File: src/rtl/dsp_preadd_mult_stage_if.sv
// rtl/dsp_preadd_mult_stage_if.sv - operand, control and result bundle for the pre-add/multiply stage
interface dsp_preadd_mult_stage_if #(
  parameter int WIDTH = 18
);
  logic [WIDTH-1:0]   a;
  logic [WIDTH-1:0]   b;
  logic [WIDTH-1:0]   d;
  logic [1:0]         opmode_pre;
  logic               CEOPMODE;
  logic               CEB1;
  logic               CEM;
  logic               in_valid;
  logic [WIDTH-1:0]   b1_out;
  logic [2*WIDTH-1:0] m_out;
  logic               out_valid;

  modport master (
    output a, b, d, opmode_pre, CEOPMODE, CEB1, CEM, in_valid,
    input  b1_out, m_out, out_valid
  );

  modport slave (
    input  a, b, d, opmode_pre, CEOPMODE, CEB1, CEM, in_valid,
    output b1_out, m_out, out_valid
  );
endinterface

File: src/rtl/dsp_preadd_mult_stage.sv
// rtl/dsp_preadd_mult_stage.sv - DSP48A1-style pre-adder, B1/A1 stage and multiplier with optional M register
module dsp_preadd_mult_stage #(
  parameter int WIDTH     = 18,
  parameter int B1REG     = 1,
  parameter int MREG      = 1,
  parameter int OPMODEREG = 1
) (
  input  logic                     clk,
  input  logic                     rst,
  dsp_preadd_mult_stage_if.slave   bus
);
  logic [1:0]         w_op;
  logic [WIDTH-1:0]   w_pre;
  logic [WIDTH-1:0]   w_a1;
  logic [WIDTH-1:0]   w_b1;
  logic               w_v1;
  logic [2*WIDTH-1:0] w_prod;
  logic [2*WIDTH-1:0] w_m;
  logic               w_v2;

  generate
    if (OPMODEREG != 0) begin : g_opreg
      logic [1:0] r_opmode;
      always_ff @(posedge clk or negedge rst) begin
        if (!rst)              r_opmode <= '0;
        else if (bus.CEOPMODE) r_opmode <= bus.opmode_pre;
      end
      assign w_op = r_opmode;
    end else begin : g_opcomb
      assign w_op = bus.opmode_pre;
    end
  endgenerate

  // Carry/borrow out of the pre-adder is intentionally dropped (modulo 2^WIDTH).
  always_comb begin
    w_pre = bus.b;
    if (w_op[0]) w_pre = w_op[1] ? (bus.d - bus.b) : (bus.d + bus.b);
  end

  generate
    if (B1REG != 0) begin : g_b1reg
      logic [WIDTH-1:0] r_b1;
      logic [WIDTH-1:0] r_a1;
      logic             r_v1;
      always_ff @(posedge clk or negedge rst) begin
        if (!rst) begin
          r_b1 <= '0;
          r_a1 <= '0;
          r_v1 <= 1'b0;
        end else if (bus.CEB1) begin
          r_b1 <= w_pre;
          r_a1 <= bus.a;
          r_v1 <= bus.in_valid;
        end
      end
      assign w_b1 = r_b1;
      assign w_a1 = r_a1;
      assign w_v1 = r_v1;
    end else begin : g_b1comb
      assign w_b1 = w_pre;
      assign w_a1 = bus.a;
      assign w_v1 = bus.in_valid;
    end
  endgenerate

  assign w_prod = {{WIDTH{1'b0}}, w_a1} * {{WIDTH{1'b0}}, w_b1};

  generate
    if (MREG != 0) begin : g_mreg
      logic [2*WIDTH-1:0] r_m;
      logic               r_v2;
      always_ff @(posedge clk or negedge rst) begin
        if (!rst) begin
          r_m  <= '0;
          r_v2 <= 1'b0;
        end else if (bus.CEM) begin
          r_m  <= w_prod;
          r_v2 <= w_v1;
        end
      end
      assign w_m  = r_m;
      assign w_v2 = r_v2;
    end else begin : g_mcomb
      assign w_m  = w_prod;
      assign w_v2 = w_v1;
    end
  endgenerate

  assign bus.b1_out    = w_b1;
  assign bus.m_out     = w_m;
  assign bus.out_valid = w_v2;
endmodule
File: src/flat_wrapper.sv
// flat-port wrapper written by rule: the top's interface ports become plain ports
module dsp_preadd_mult_stage_flat 
#(
  parameter int WIDTH     = 18,
  parameter int B1REG     = 1,
  parameter int MREG      = 1,
  parameter int OPMODEREG = 1
)
  (clk, rst, bus_a, bus_b, bus_d, bus_opmode_pre, bus_CEOPMODE, bus_CEB1, bus_CEM, bus_in_valid, bus_b1_out, bus_m_out, bus_out_valid);
  dsp_preadd_mult_stage_if #(.WIDTH(WIDTH)) bus_i ();
  input  logic clk;
  input  logic rst;
  input wire logic [$bits(bus_i.a)-1:0] bus_a;
  input wire logic [$bits(bus_i.b)-1:0] bus_b;
  input wire logic [$bits(bus_i.d)-1:0] bus_d;
  input wire logic [$bits(bus_i.opmode_pre)-1:0] bus_opmode_pre;
  input wire logic [$bits(bus_i.CEOPMODE)-1:0] bus_CEOPMODE;
  input wire logic [$bits(bus_i.CEB1)-1:0] bus_CEB1;
  input wire logic [$bits(bus_i.CEM)-1:0] bus_CEM;
  input wire logic [$bits(bus_i.in_valid)-1:0] bus_in_valid;
  output wire logic [$bits(bus_i.b1_out)-1:0] bus_b1_out;
  output wire logic [$bits(bus_i.m_out)-1:0] bus_m_out;
  output wire logic [$bits(bus_i.out_valid)-1:0] bus_out_valid;
  assign bus_i.a = bus_a;
  assign bus_i.b = bus_b;
  assign bus_i.d = bus_d;
  assign bus_i.opmode_pre = bus_opmode_pre;
  assign bus_i.CEOPMODE = bus_CEOPMODE;
  assign bus_i.CEB1 = bus_CEB1;
  assign bus_i.CEM = bus_CEM;
  assign bus_i.in_valid = bus_in_valid;
  assign bus_b1_out = bus_i.b1_out;
  assign bus_m_out = bus_i.m_out;
  assign bus_out_valid = bus_i.out_valid;
  dsp_preadd_mult_stage #(.WIDTH(WIDTH), .B1REG(B1REG), .MREG(MREG), .OPMODEREG(OPMODEREG)) u_core (.clk(clk), .rst(rst), .bus(bus_i));
endmodule
File: config.mk
export PLATFORM = sky130hd
export DESIGN_NAME = dsp_preadd_mult_stage_flat
export DESIGN_NICKNAME = d
export VERILOG_FILES = /design/src/rtl/dsp_preadd_mult_stage_if.sv /design/src/rtl/dsp_preadd_mult_stage.sv /design/src/flat_wrapper.sv
export SDC_FILE = /design/constraint.sdc
export NUM_CORES = 1
export LEC_CHECK = 0
export ABC_AREA = 1
export CAP_MARGIN = 10
export CORE_UTILIZATION = 45
export CTS_CLUSTER_SIZE = 14
export DETAILED_ROUTE_END_ITERATION = 10
export DONT_BUFFER_PORTS = 1
export GPL_TIMING_DRIVEN = 0
export PLACE_DENSITY = 0.61
export SYNTH_ARGS = -nofsm -noshare
export SYNTH_HDL_FRONTEND = slang
export SYNTH_SLANG_ARGS = --single-unit
File: constraint.sdc
create_clock -name clk -period 7.2 [get_ports clk]
set_input_delay 1.08 -clock clk [delete_from_list [all_inputs] [get_ports clk]]
set_output_delay 1.08 -clock clk [all_outputs]
set_load 0.01 [all_outputs]
==> results of run 1 <==
-- cells by family after synthesis --
family / after synthesis / share of synthesized area (%)
and+or+nand+nor: 911 / 23.1
buffers and inverters: 650 / 15.7
adders and majority gates: 385 / 43.0
AOI/OAI and AO/OA: 126 / 4.21
DFF: 76 / 12.1
xor gates and xnor gates: 35 / 1.95
-- cell usage after synthesis (all sizes together) --
library cell / count / area, sq um
ha: 128 / 1600
a21oi: 65 / 329
dfrtp: 76 / 1900
a21o: 2 / 15.0
nor2: 90 / 350
fa: 257 / 5140
nand3: 67 / 355
nor3: 8 / 50.1
o31ai: 1 / 12.5
xor2: 21 / 184
clkinv: 1 / 3.75
and2: 2 / 15.0
nand4: 6 / 37.5
nand2: 729 / 2750
xnor2: 14 / 123
or2: 3 / 18.8
clkbuf: 74 / 278
inv: 556 / 2090
buf: 19 / 92.6
o21a: 1 / 7.51
o21ai: 54 / 274
o21bai: 3 / 22.5
nor4: 2 / 12.5
nand3b: 4 / 30.0
-- sequential cells by signal (all words and copies together) (netlist names) --
| signal | cells |
|---|---|
| u_core.g_b1reg.r_a1 | 18 |
| u_core.bus.out_valid | 1 |
| u_core.bus.b1_out | 18 |
| u_core.bus.m_out | 36 |
| u_core.g_b1reg.r_v1 | 1 |
| u_core.g_opreg.r_opmode | 2 |
-- worst max-delay path by stage --
| stage | startpoint | to | slack [ns] | depth (start not counted) |
|---|---|---|---|---|
| finish | u_core.bus.b1_out[4] | u_core.bus.m_out[27] | 0.40 | 22 |
| global route | u_core.bus.b1_out[4] | u_core.bus.m_out[27] | 0.05 | 22 |
| CTS | u_core.bus.b1_out[4] | u_core.bus.m_out[22] | 0.45 | 22 |
| detailed placement | u_core.bus.b1_out[4] | u_core.bus.m_out[22] | 0.47 | 22 |
| global placement | u_core.bus.b1_out[4] | u_core.bus.m_out[35] | 0.51 | 22 |
| floorplan | u_core.bus.b1_out[9] | u_core.bus.m_out[33] | 1.79 | 26 |
-- per-stage QoR --
stage               std cells  area, sq um  hold WS [ns]
finish                   2655        16600         0.397
global placement         2638        16300         0.500
global route             2654        16600         0.378
CTS                      2654        16600         0.371
detailed placement       2638        16300         0.522
floorplan                2183        15700         0.488
-- worst max-delay path: stages (launching register included) --
cell and delay, ns:
dfrtp_1 0.40, clkbuf_1 0.63, clkbuf_1 0.65, nand2_1 0.19, fa_1 0.53, fa_1 0.51
fa_1 0.51, inv_1 0.06, fa_1 0.49, fa_1 0.49, inv_1 0.05, fa_1 0.56
inv_1 0.07, ha_1 0.40, nand2_1 0.14, nor2_1 0.31, a21oi_1 0.12, nand2_1 0.17
nand2_1 0.11, nand2_1 0.07, nand2_1 0.04, nand3_1 0.09, nand2_1 0.07
-- metal layers --
metal  up-vias  share of wire (%)  global-route usage (%)
li1       6305                  -                       -
met1      6438                 43                    34.6
met2       372                 48                    43.9
met3        64                6.3                    4.02
met4         0                3.1                    9.71
met5         -                  0                       0
-- final cells by class --
| class | count | area, sq um |
|---|---|---|
| clock buffers | 12 | 256 |
| multi-input cells | 1457 | 11300 |
| flip-flops and latches | 76 | 1900 |
| diodes | 1 | 2.50 |
| plain buffers | 93 | 370 |
| inverters | 557 | 2090 |
| clock inverters | 4 | 32.5 |
| fillers | 3517 | 17900 |
| well taps | 455 | 569 |
==> reports/qor.txt, run 1 <==
Chip Width: 189 microns
DRT iter0 DRCs: 822
Clock Latency Late Sink: 0.38 ns
clock buffer count from CTS: 9
area grow syn2layout: 5.48%
worst hold path type: primary input to async pin
overall routed net length: 44900 microns
gr ovfl total: 0
minimum clock period: 6.80 ns
DRT Pass-1 Iters: 5
fin nets: 2641
synth unique cells: 37
RSZ-0062 raised after global routing: false
core area: 0.0345 sq mm
R2R setup slack: 0.40 ns
most frequent cells in the layout: nand2_1, inv_1, fa_1
Reg2Reg Capture Point: u_core.bus.m_out[27]
crit-path max FO: 10
TritonCTS clock tree: done
Antenna Nets Post-Route: 0
final setup fails: 0
CTS Sinks: 76
synthesized area per cell: 7.19 sq um
MaxCap Viol Count: 0
placer's final routability congestion estimate: 0.925
CTS clk-pin slew, worst paths: 0.07 ns
crit path kind: flip-flop to flip-flop
Bufs on Longest Clock Path: 2
global-route wire length before repair: 71400 microns
layout cell share with drive strength beyond 1: 2.00%
WP data arrival: 7.06 ns
vias per cell: 4.96
worst slack, placed: 0.474 ns
status: completed
R2R depth: 22
detailed placement HPWL: 37100 microns
Syn Inst Count: 2183
std cell rows: 68
WP data required: 7.46 ns
number of global-route vias before repair: 13100
Worst setup EP type: flip-flop
H-tree levels: 3
Post-Syn Nets: 2630
Hold-fix buffers, CTS: 0
Post-Syn Area: 0.0157 sq mm
post-synthesis register bit count: 76
Slew headroom: 42.5%
Port Buf Inserts: 0
initial antenna violation count: 0
DIE HEIGHT: 189 microns
worst reg2reg startpoint: u_core.bus.b1_out[4]
sequential fraction of the synthesis area: 12.1%
postcts setup bufs: 0
DRC: 0
routed vias: 13200
largest net degree at the start of global routing: 77
Initial Util: 45.5%
FMAX: 147 MHz
routed wire length per instance: 16.9 microns
final worst-path cycle share: 94.5%
Layout Utilization: 48.0%
IO Count: 117
post-cts sizing count: 0
GRT Total Usage: 26.4%
final worst slack: 0.400 ns
number of synthesis warnings: 0
Final Hold Viols: 0
Worst Skew: 0.0133 ns
Worst Tran Pin Value: 0.863 ns
root buf cell: clkbuf_16
die footprint: 0.0356 sq mm
Setup TNS: 0 ns
commonest non-fill, non-tap cell in the layout: nand2_1
max-slew violation count: 0
Worst setup SP type: flip-flop
Power of run 1 is not shown: default switching activity piles up to over one toggle a cycle in this logic, so the estimate is an artifact.
==> run 2: changes to the inputs <==
CORE_MARGIN = 10   (was not set)
==> reports/qor.txt, run 2 (synthesized netlist as in run 1, its figures left out) <==
Worst setup SP type: flip-flop (unchanged)
placer's final routability congestion estimate: 0.944 (was 0.925)
post-cts sizing count: 0 (unchanged)
TritonCTS clock tree: done (unchanged)
R2R setup slack: 0.38 ns (was 0.40 ns)
footprint of the multi-input gates: 0.0113 sq mm (unchanged)
Chip Width: 207 microns (was 189 microns)
gr ovfl total: 0 (unchanged)
initial antenna violation count: 0 (unchanged)
routed wire length per instance: 17.6 microns (was 16.9 microns)
IO Count: 117 (unchanged)
DRC: 0 (unchanged)
Final Hold Viols: 0 (unchanged)
RSZ-0062 raised after global routing: false (unchanged)
ant diodes: 0 (was 1)
Slew headroom: 41.7% (was 42.5%)
slowest cell on the critical path: clkbuf_1 (unchanged)
Worst setup EP type: flip-flop (unchanged)
Port Buf Inserts: 0 (unchanged)
number of flip-flops in the largest register: 36 (unchanged)
detailed placement HPWL: 38800 microns (was 37100 microns)
global-route wire length before repair: 73300 microns (was 71400 microns)
Setup TNS: 0 ns (unchanged)
root buf cell: clkbuf_16 (unchanged)
buffers and inverters on the worst path: 5 (unchanged)
H-tree levels: 3 (unchanged)
Reg2Reg Capture Point: u_core.bus.m_out[27] (unchanged)
Clock Latency Late Sink: 0.39 ns (was 0.38 ns)
die footprint: 0.0427 sq mm (was 0.0356 sq mm)
worst reg2reg startpoint: u_core.bus.b1_out[4] (unchanged)
CP endpoint: u_core.bus.m_out[27] (unchanged)
layout cell share with drive strength beyond 1: 2.05% (was 2.00%)
overall routed net length: 46600 microns (was 44900 microns)
postcts setup bufs: 0 (unchanged)
GRT Total Usage: 22.4% (was 26.4%)
clock buffer count from CTS: 9 (unchanged)
vias per cell: 5.05 (was 4.96)
status: completed (unchanged)
fin nets: 2641 (unchanged)
fillers: 3571 (was 3517)
largest net degree at the start of global routing: 77 (unchanged)
most frequent CP cell: nand2_1 (unchanged)
CP Launch Point: u_core.bus.b1_out[4] (unchanged)
crit path kind: flip-flop to flip-flop (unchanged)
worst hold path type: primary input to async pin (unchanged)
Largest stage delay, worst path: 0.68 ns (was 0.65 ns)
FMAX: 147 MHz (about the same)
minimum clock period: 6.82 ns (was 6.80 ns)
Worst path depth: 22 (unchanged)
Hold-fix buffers, CTS: 0 (unchanged)
R2R depth: 22 (unchanged)
Bufs on Longest Clock Path: 2 (unchanged)
WP data arrival: 7.08 ns (was 7.06 ns)
number of global-route vias before repair: 13300 (was 13100)
commonest non-fill, non-tap cell in the layout: nand2_1 (unchanged)
std cell rows: 68 (unchanged)
DRT Pass-1 Iters: 5 (unchanged)
final worst-path cycle share: 94.7% (was 94.5%)
routed vias: 13400 (was 13200)
DIE HEIGHT: 207 microns (was 189 microns)
Worst Tran Pin Value: 0.874 ns (was 0.863 ns)
CTS Sinks: 76 (unchanged)
Worst Skew: 0.0203 ns (was 0.0133 ns)
Initial Util: 45.5% (unchanged)
CTS clk-pin slew, worst paths: 0.08 ns (was 0.07 ns)
WP data required: 7.47 ns (was 7.46 ns)
final setup fails: 0 (unchanged)
most frequent cells in the layout: nand2_1, inv_1, fa_1 (unchanged)
FF/Latch Area: 0.00190 sq mm (unchanged)
crit-path max FO: 10 (unchanged)
area grow syn2layout: 5.44% (was 5.48%)
critical path cell sequence: clkbuf_1 -> clkbuf_1 -> nand2_1 -> fa_1 -> fa_1 -> fa_1 -> inv_1 -> fa_1 -> fa_1 -> inv_1 -> fa_1 -> inv_1 -> ha_1 -> nand2_1 -> nor2_1 -> a21oi_1 -> nand2_1 -> nand2_1 -> nand2_1 -> nand2_1 -> nand3_1 -> nand2_1 (unchanged)
kind of cell adding the most delay to the critical path: adder cells (unchanged)
hold slack: 0.386 ns (was 0.397 ns)
max-slew violation count: 0 (unchanged)
core area: 0.0345 sq mm (unchanged)
Antenna Nets Post-Route: 0 (unchanged)
DRT iter0 DRCs: 1117 (was 822)
MaxCap Viol Count: 0 (unchanged)
[run 2: cell count changes in the layout (fill, tap and decap cells not counted), sizes merged]
cell | before | now
diode | 1 | 0
clkbuf | 86 | 84
clkinv | 2 | 3
inv | 557 | 558
[run 2: area by class of cell]
type	instances	area share [%]
plain buffers	93	2.24
clock buffers	10	1.44
clock inverters	6	0.280
inverters	557	12.6
multi-input cells	1457	68.5
flip-flops and latches	76	11.5
well taps	455	3.44
[run 2: worst min-delay path by stage]
stage	start	endpoint	slack, ns	cells past startpoint
floorplan	u_core.g_b1reg.r_v1	u_core.g_b1reg.r_v1	0.49	2
global placement	u_core.g_b1reg.r_v1	u_core.g_b1reg.r_v1	0.50	2
detailed placement	u_core.g_b1reg.r_v1	u_core.g_b1reg.r_v1	0.51	2
CTS	rst	u_core.g_b1reg.r_a1[6]	0.36	0
global route	rst	u_core.g_b1reg.r_a1[0]	0.37	0
finish	rst	u_core.g_b1reg.r_a1[0]	0.39	0
[run 2: per-layer routing]
| metal | vias to the layer above | track usage [%] | share of wire (%) |
|---|---|---|---|
| li1 | 6307 | - | - |
| met1 | 6558 | 28.6 | 41 |
| met2 | 444 | 36.9 | 48 |
| met3 | 95 | 3.96 | 7.1 |
| met4 | 0 | 9.29 | 3.7 |
| met5 | - | 0 | 0 |
[run 2: stage by stage]
stage	setup slack, ns	util [%]	instance area, sq um	std cells
finish	0.385	48.0	16500	2654
global route	0.0878	48.0	16500	2654
CTS	0.448	48.0	16500	2654
detailed placement	0.451	47.2	16300	2638
global placement	0.483	47.2	16300	2638
floorplan	1.79	-	15700	2183
Power of run 2 is left out for the same reason.
